--- config.mk ---
export PLATFORM = sky130hd
export DESIGN_NAME = mbox_err_capture
export DESIGN_NICKNAME = d
export VERILOG_FILES = /design/src/rtl/mbox_pkg.sv /design/src/rtl/mbox_err_prio.sv /design/src/rtl/mbox_err_capture.sv
export SDC_FILE = /design/constraint.sdc
export NUM_CORES = 1
export LEC_CHECK = 0
export CELL_PAD_IN_SITES_DETAIL_PLACEMENT = 0
export CELL_PAD_IN_SITES_GLOBAL_PLACEMENT = 2
export CORE_UTILIZATION = 21
export CTS_CLUSTER_DIAMETER = 100
export DETAILED_ROUTE_END_ITERATION = 16
export PLACE_DENSITY = 0.78
export SETUP_SLACK_MARGIN = 0.05
export SYNTH_ARGS = -nofsm -noshare
export SYNTH_HDL_FRONTEND = slang
export SYNTH_SLANG_ARGS = --single-unit
export TNS_END_PERCENT = 50
--- constraint.sdc ---
create_clock -name clk -period 2.3 [get_ports clk]
set_input_delay 0.46 -clock clk [delete_from_list [all_inputs] [get_ports clk]]
set_output_delay 0.46 -clock clk [all_outputs]
set_load 0.01 [all_outputs]
--- src/rtl/mbox_pkg.sv ---
// Shared types and constants for the MBOX error-capture slice.
// Holds the capture sequencer state enum, the default channel numbering of
// the classic five-flag MBOX error set, and the default field widths.
package mbox_pkg;

    // Page-fail sequencer states
    typedef enum logic [1:0] {
        ST_IDLE  = 2'd0,
        ST_HOLD  = 2'd1,
        ST_RETRY = 2'd2,
        ST_DRAIN = 2'd3
    } mbox_err_state_t;

    // Default channel numbering; lower index wins on simultaneous errors
    localparam int unsigned ERR_CSH_ADR_PAR = 0;
    localparam int unsigned ERR_MB_PAR      = 1;
    localparam int unsigned ERR_ADR_PAR     = 2;
    localparam int unsigned ERR_NXM         = 3;
    localparam int unsigned ERR_SBUS        = 4;

    // Default field widths (VMA width covers VMA bits 27:35)
    localparam int unsigned DISP_W_DEF = 11;
    localparam int unsigned VMA_W_DEF  = 9;

endpackage

--- src/rtl/mbox_err_prio.sv ---
// Combinational lowest-index priority encoder.
// Ports:
//   req   - request vector, bit 0 has the highest priority
//   hit   - at least one request bit is set
//   idx   - index of the lowest set bit (0 when no bit is set)
//   multi - more than one request bit is set
module mbox_err_prio
    import mbox_pkg::*;
#(
    parameter int unsigned N     = 5,
    parameter int unsigned IDX_W = 3
) (
    input  logic [N-1:0]     req,
    output logic             hit,
    output logic [IDX_W-1:0] idx,
    output logic             multi
);

    // Scan from the top down so the lowest set bit is the last one written
    always_comb begin
        hit   = |req;
        multi = |(req & (req - N'(1)));
        idx   = '0;
        for (int i = int'(N) - 1; i >= 0; i--) begin
            if (req[i]) begin
                idx = IDX_W'(i);
            end
        end
    end

endmodule

--- src/rtl/mbox_err_capture.sv ---
// MBOX error capture and page-fail sequencer.
// Latches the first (highest-priority) error with its VMA and dispatch code,
// then runs the page-fail-hold / EBOX retry handshake:
//   IDLE -> HOLD (error) -> RETRY (ebox_t0) -> DRAIN (ebox_ack) -> IDLE/HOLD
// Optional per-channel saturating error counters when MBOX_ERR_COUNT_EN is
// defined (adds cnt_clr / err_cnt ports).
// Ports:
//   clk, CROBAR        - clock, asynchronous active-high reset
//   err_in             - per-channel error strobes
//   vma_in             - gated VMA, valid with any err_in bit
//   disp_in            - per-channel dispatch codes, channel i at [i*DISP_W +: DISP_W]
//   ebox_t0, ebox_ack  - EBOX accepts page fail / acknowledges retry
//   page_fail_hold     - hold the MBOX pipeline
//   ebox_retry_req     - retry request to the EBOX
//   cap_valid, cap_chan, cap_vma, cap_disp - captured error
//   multi_err          - sticky: an error was lost while a capture was held
//   cnt_clr, err_cnt   - counter clear / per-channel counts (MBOX_ERR_COUNT_EN)
module mbox_err_capture
    import mbox_pkg::*;
#(
    parameter int unsigned NCHAN  = 5,
    parameter int unsigned VMA_W  = VMA_W_DEF,
    parameter int unsigned DISP_W = DISP_W_DEF,
    parameter int unsigned CNT_W  = 4,
    localparam int unsigned CHAN_W = (NCHAN > 1) ? $clog2(NCHAN) : 1
) (
    input  logic                    clk,
    input  logic                    CROBAR,
    input  logic [NCHAN-1:0]        err_in,
    input  logic [VMA_W-1:0]        vma_in,
    input  logic [NCHAN*DISP_W-1:0] disp_in,
    input  logic                    ebox_t0,
    input  logic                    ebox_ack,
    output logic                    page_fail_hold,
    output logic                    ebox_retry_req,
    output logic                    cap_valid,
    output logic [CHAN_W-1:0]       cap_chan,
    output logic [VMA_W-1:0]        cap_vma,
    output logic [DISP_W-1:0]       cap_disp,
    output logic                    multi_err
`ifdef MBOX_ERR_COUNT_EN
    ,
    input  logic                    cnt_clr,
    output logic [NCHAN*CNT_W-1:0]  err_cnt
`endif
);

    mbox_err_state_t   state, state_nx;
    logic              hold_nx, retry_nx, valid_nx, multi_nx;
    logic [CHAN_W-1:0] chan_nx;
    logic [VMA_W-1:0]  vma_nx;
    logic [DISP_W-1:0] disp_nx;

    logic              prio_hit, prio_multi;
    logic [CHAN_W-1:0] prio_idx;
    logic [DISP_W-1:0] disp_sel;

    // Pick the winning channel
    mbox_err_prio #(
        .N     (NCHAN),
        .IDX_W (CHAN_W)
    ) u_prio (
        .req   (err_in),
        .hit   (prio_hit),
        .idx   (prio_idx),
        .multi (prio_multi)
    );

    // Dispatch code of the winning channel
    always_comb begin
        disp_sel = '0;
        for (int i = 0; i < int'(NCHAN); i++) begin
            if (prio_idx == CHAN_W'(i)) begin
                disp_sel = disp_in[i*DISP_W +: DISP_W];
            end
        end
    end

    // State register and registered outputs
    always_ff @(posedge clk or posedge CROBAR) begin
        if (CROBAR) begin
            state          <= ST_IDLE;
            page_fail_hold <= 1'b0;
            ebox_retry_req <= 1'b0;
            cap_valid      <= 1'b0;
            cap_chan       <= '0;
            cap_vma        <= '0;
            cap_disp       <= '0;
            multi_err      <= 1'b0;
        end else begin
            state          <= state_nx;
            page_fail_hold <= hold_nx;
            ebox_retry_req <= retry_nx;
            cap_valid      <= valid_nx;
            cap_chan       <= chan_nx;
            cap_vma        <= vma_nx;
            cap_disp       <= disp_nx;
            multi_err      <= multi_nx;
        end
    end

    // Next state, capture and handshake outputs
    always_comb begin
        state_nx = state;
        valid_nx = cap_valid;
        chan_nx  = cap_chan;
        vma_nx   = cap_vma;
        disp_nx  = cap_disp;
        multi_nx = multi_err;

        unique case (state)
            ST_IDLE, ST_DRAIN: begin
                state_nx = ST_IDLE;
                if (prio_hit) begin
                    state_nx = ST_HOLD;
                    valid_nx = 1'b1;
                    chan_nx  = prio_idx;
                    vma_nx   = vma_in;
                    disp_nx  = disp_sel;
                    multi_nx = multi_err | prio_multi;
                end
            end
            ST_HOLD: begin
                if (prio_hit) multi_nx = 1'b1;
                // A simultaneous ack is not honoured here; it must be re-presented in RETRY
                if (ebox_t0) state_nx = ST_RETRY;
            end
            ST_RETRY: begin
                if (prio_hit) multi_nx = 1'b1;
                // Ack releases the capture; an error in the same cycle is dropped with it
                if (ebox_ack) begin
                    state_nx = ST_DRAIN;
                    valid_nx = 1'b0;
                    multi_nx = 1'b0;
                end
            end
            default: state_nx = ST_IDLE;
        endcase

        hold_nx  = (state_nx == ST_HOLD) || (state_nx == ST_RETRY);
        retry_nx = (state_nx == ST_RETRY);
    end

`ifdef MBOX_ERR_COUNT_EN
    // Per-channel saturating error counters; clear wins over increment
    always_ff @(posedge clk or posedge CROBAR) begin
        if (CROBAR) begin
            err_cnt <= '0;
        end else begin
            for (int i = 0; i < int'(NCHAN); i++) begin
                if (cnt_clr) begin
                    err_cnt[i*CNT_W +: CNT_W] <= '0;
                end else if (err_in[i] && (err_cnt[i*CNT_W +: CNT_W] != {CNT_W{1'b1}})) begin
                    err_cnt[i*CNT_W +: CNT_W] <= err_cnt[i*CNT_W +: CNT_W] + CNT_W'(1);
                end
            end
        end
    end
`endif

endmodule

==> out/metrics.cfg, run 1 <==
[status]
status=finished, final reports clean

[finish]
drive_gt1_share_pct=7.05
finish.utilization_pct=35.8
area_delta_synth_final_pct=65.7
fin_nets=389
final_cell_area_sq_um=3100
antenna_cells=0

[global_route]
grt_pass1_vias=1889
grt_usage_pct=14.0
grt_max_degree=30
grt_pass1_wl_um=9740
overflow=0
antenna_found_initial=0

[cts]
clock_path_buffers=2
postCtsSetupBuffers=0
h-tree-depth=2
cts.sinks=29
insertion_delay_ps=270
cts-root-buf=clkbuf_8
path_clk_slew_ps=70
post_cts_resized=0
cts_tree=built
hold_buffers=0
numCtsBuffers=5

[yosys]
synth_seq_cells=29
synthMostInstantiatedCell=nand2_1
syn_avg_cell_area_sq_um=8.67
yosys-top-cells-count=nand2_1 (42), dfrtp_1 (29), o21ai_0 (16)
synth_enable_flop_cells=0
synth_cell_types=33
syn_inst=216
ys_dominant_reg_cell=dfrtp_1
yosysSeqAreaShare_pct=38.7
synth_fp_nets=293
synth_top_cell_area_share_pct=38.7
yosysTopAreaCell=dfrtp_1
yosysWarnings=0
synthArstFlopShare_pct=100
synth_area_sq_um=1870
yosys-top-cells-area=dfrtp_1 (39%), nand2_1 (8.4%), o2bb2ai_1 (5.1%)

[detailed_routing]
ant_nets=0
totalWireLength_um=6650
drt_first_pass_iters=4
wl_per_cell_um=15.8
drc=0
avgViaCountPerCell=4.72
vias=1982
drtIter0Drc=107

[worst_hold_path]
whs_path_depth=2
hold_class=reg -> reg

[power_and_ir_drop]
power_frac_clock_pct=14.5
finalPower_mw=2.98
netSwitchingPower_mw=1.09
power_density_nw_per_um2=959
seq_power_share_pct=30.0
p_int_mw=1.89
netSwitchingFraction_pct=36.5
irDropWorstVdd_mv=0.539
p_comb_share_pct=55.4
power.leakage_nw=1.22

[floorplan]
ios=100
rows=34
dieWidth_um=96.4
core_sq_um=8680
fp.dieH_um=96.4
die_area_sq_um=9300
initial_utilization_pct=21.6

[placement]
gp_congestion=0.769
numPortBuffers=99
detailed_place_hpwl_um=4770
dpl-instance-area_sq_um=3020

[setup_path]
cpPeakStageDelay_ps=520
crit_path_end_kind=register
slowest_stage=clkdlybuf4s50_1
start_kind=input pin
worstRegToRegCells=6
crit_type=in -> reg
arrival_ps=2160
crit_chain=clkdlybuf4s50_1, buf_4, nor4_2, buf_4, o21ai_0, o31a_1, o31ai_1
crit_top_cell=buf_4
required_ps=2480
critPathMaxFanout=10

[sta]
fin_crit_sh_pct=86.4
rsz0062_at_grt=false
slew_violations=0
slew_headroom_pct=48.2
skew_ps=4.60
worstMarginPinSlew_ps=775
hold_viol_final=0
tns_ps=0
fmax_mhz=503
setup_viol=0
fin_crit_ps=1990

[job]
cap_violations=0

## kinds of logic (layout without fill, tap and decap cells)
family	count (synthesis)	in the layout	share of synthesized area [%]
AND/OR/NAND/NOR	69	69	17.2
AO/OA/AOI/OAI	84	84	32.8
flip-flops	29	29	38.7
buffers and inverters	29	125	8.08
adder cells (fa/ha/maj)	5	5	3.21
## through the flow
stage,cells,setup WS [ps],hold slack (ps)
final,420,314,477
after global routing,420,109,499
after CTS,420,307,481
after detailed placement,413,17.0,465
after global placement,413,88.7,461
after floorplan,216,454,508
## flip-flops by register name, indices dropped and copies added, names as in the netlist
name and count:
cap_disp 11, cap_vma 9, cap_chan 3, state 2, cap_valid 1, ebox_retry_req 1
multi_err 1, page_fail_hold 1
## power groups by stage
stage          combinational (mW)  clock, mW  sequential (mW)
2_1_floorplan               0.764          0            0.990
3_3_place_gp                 1.67          0            0.902
3_5_place_dp                 1.68          0            0.906
4_1_cts                      1.68      0.458            0.899
5_1_grt                      1.82      0.478            0.925
6_report                     1.65      0.433            0.893
## cell usage in the layout (no fill, tap or decap), types with 6 or more instances in the layout
master and instances:
o21ai_0 16, buf_4 7, clkdlybuf4s50_1 99, nand2_1 42, nor2b_1 15, a21oi_1 6
clkbuf_8 6, a211oi_1 10, o31a_1 11, o31ai_1 12, inv_1 7, o22ai_1 13
dfrtp_1 29, o2bb2ai_1 11
## path summary, 6_finish.rpt
kind | start | endpoint | slack, ps
worst max-delay path | err_in[1] | cap_disp[2] | 310
worst min-delay path | cap_disp[0] | cap_disp[0] | 480
worst max register to register | state[0] | page_fail_hold | 560
worst min register to register | cap_disp[0] | cap_disp[0] | 480
max in group asynchronous | CROBAR | cap_valid | 1440
min in group asynchronous | CROBAR | cap_chan[0] | 580
## per-layer routing
| layer | vias to the layer above | routed length, um | GRT usage (%) |
|---|---|---|---|
| met1 | 927 | 3030 | 19.0 |
| met5 | - | 0 | 0 |
| met2 | 73 | 2970 | 22.1 |
| met3 | 7 | 551 | 3.29 |
| met4 | 0 | 91 | 3.68 |
| li1 | 975 | - | - |
## cell type report
| cell class | instances | area, sq um |
|---|---|---|
| Clock buffer | 7 | 86.3 |
| Fill cell | 916 | 5580 |
| Inverter | 8 | 30.0 |
| Multi-Input combinational cell | 158 | 1000 |
| Sequential cell | 29 | 726 |
| Tap cell | 108 | 135 |
| Timing Repair Buffer | 110 | 1120 |
## critical path, delay by kind of cell
kind,cells,cell delay [ps]
buf+inv,3,980
simple gates,1,330
compound gates,3,400
Note: power is estimated with default switching activity, not from simulation.
==> inputs of run 2 (changes only) <==
Settings changed: ABC_CLOCK_PERIOD_IN_PS from default to 2300, CAP_MARGIN from default to 20.
==> results of run 2 <==
Same layout as run 1: the final DEF is identical, and so are final timing and power.
==> inputs of run 3 (changes only) <==
Settings changed: TNS_END_PERCENT 50 to 100.
==> results of run 3 <==
Same layout as run 1: the final DEF is identical, and so are final timing and power.
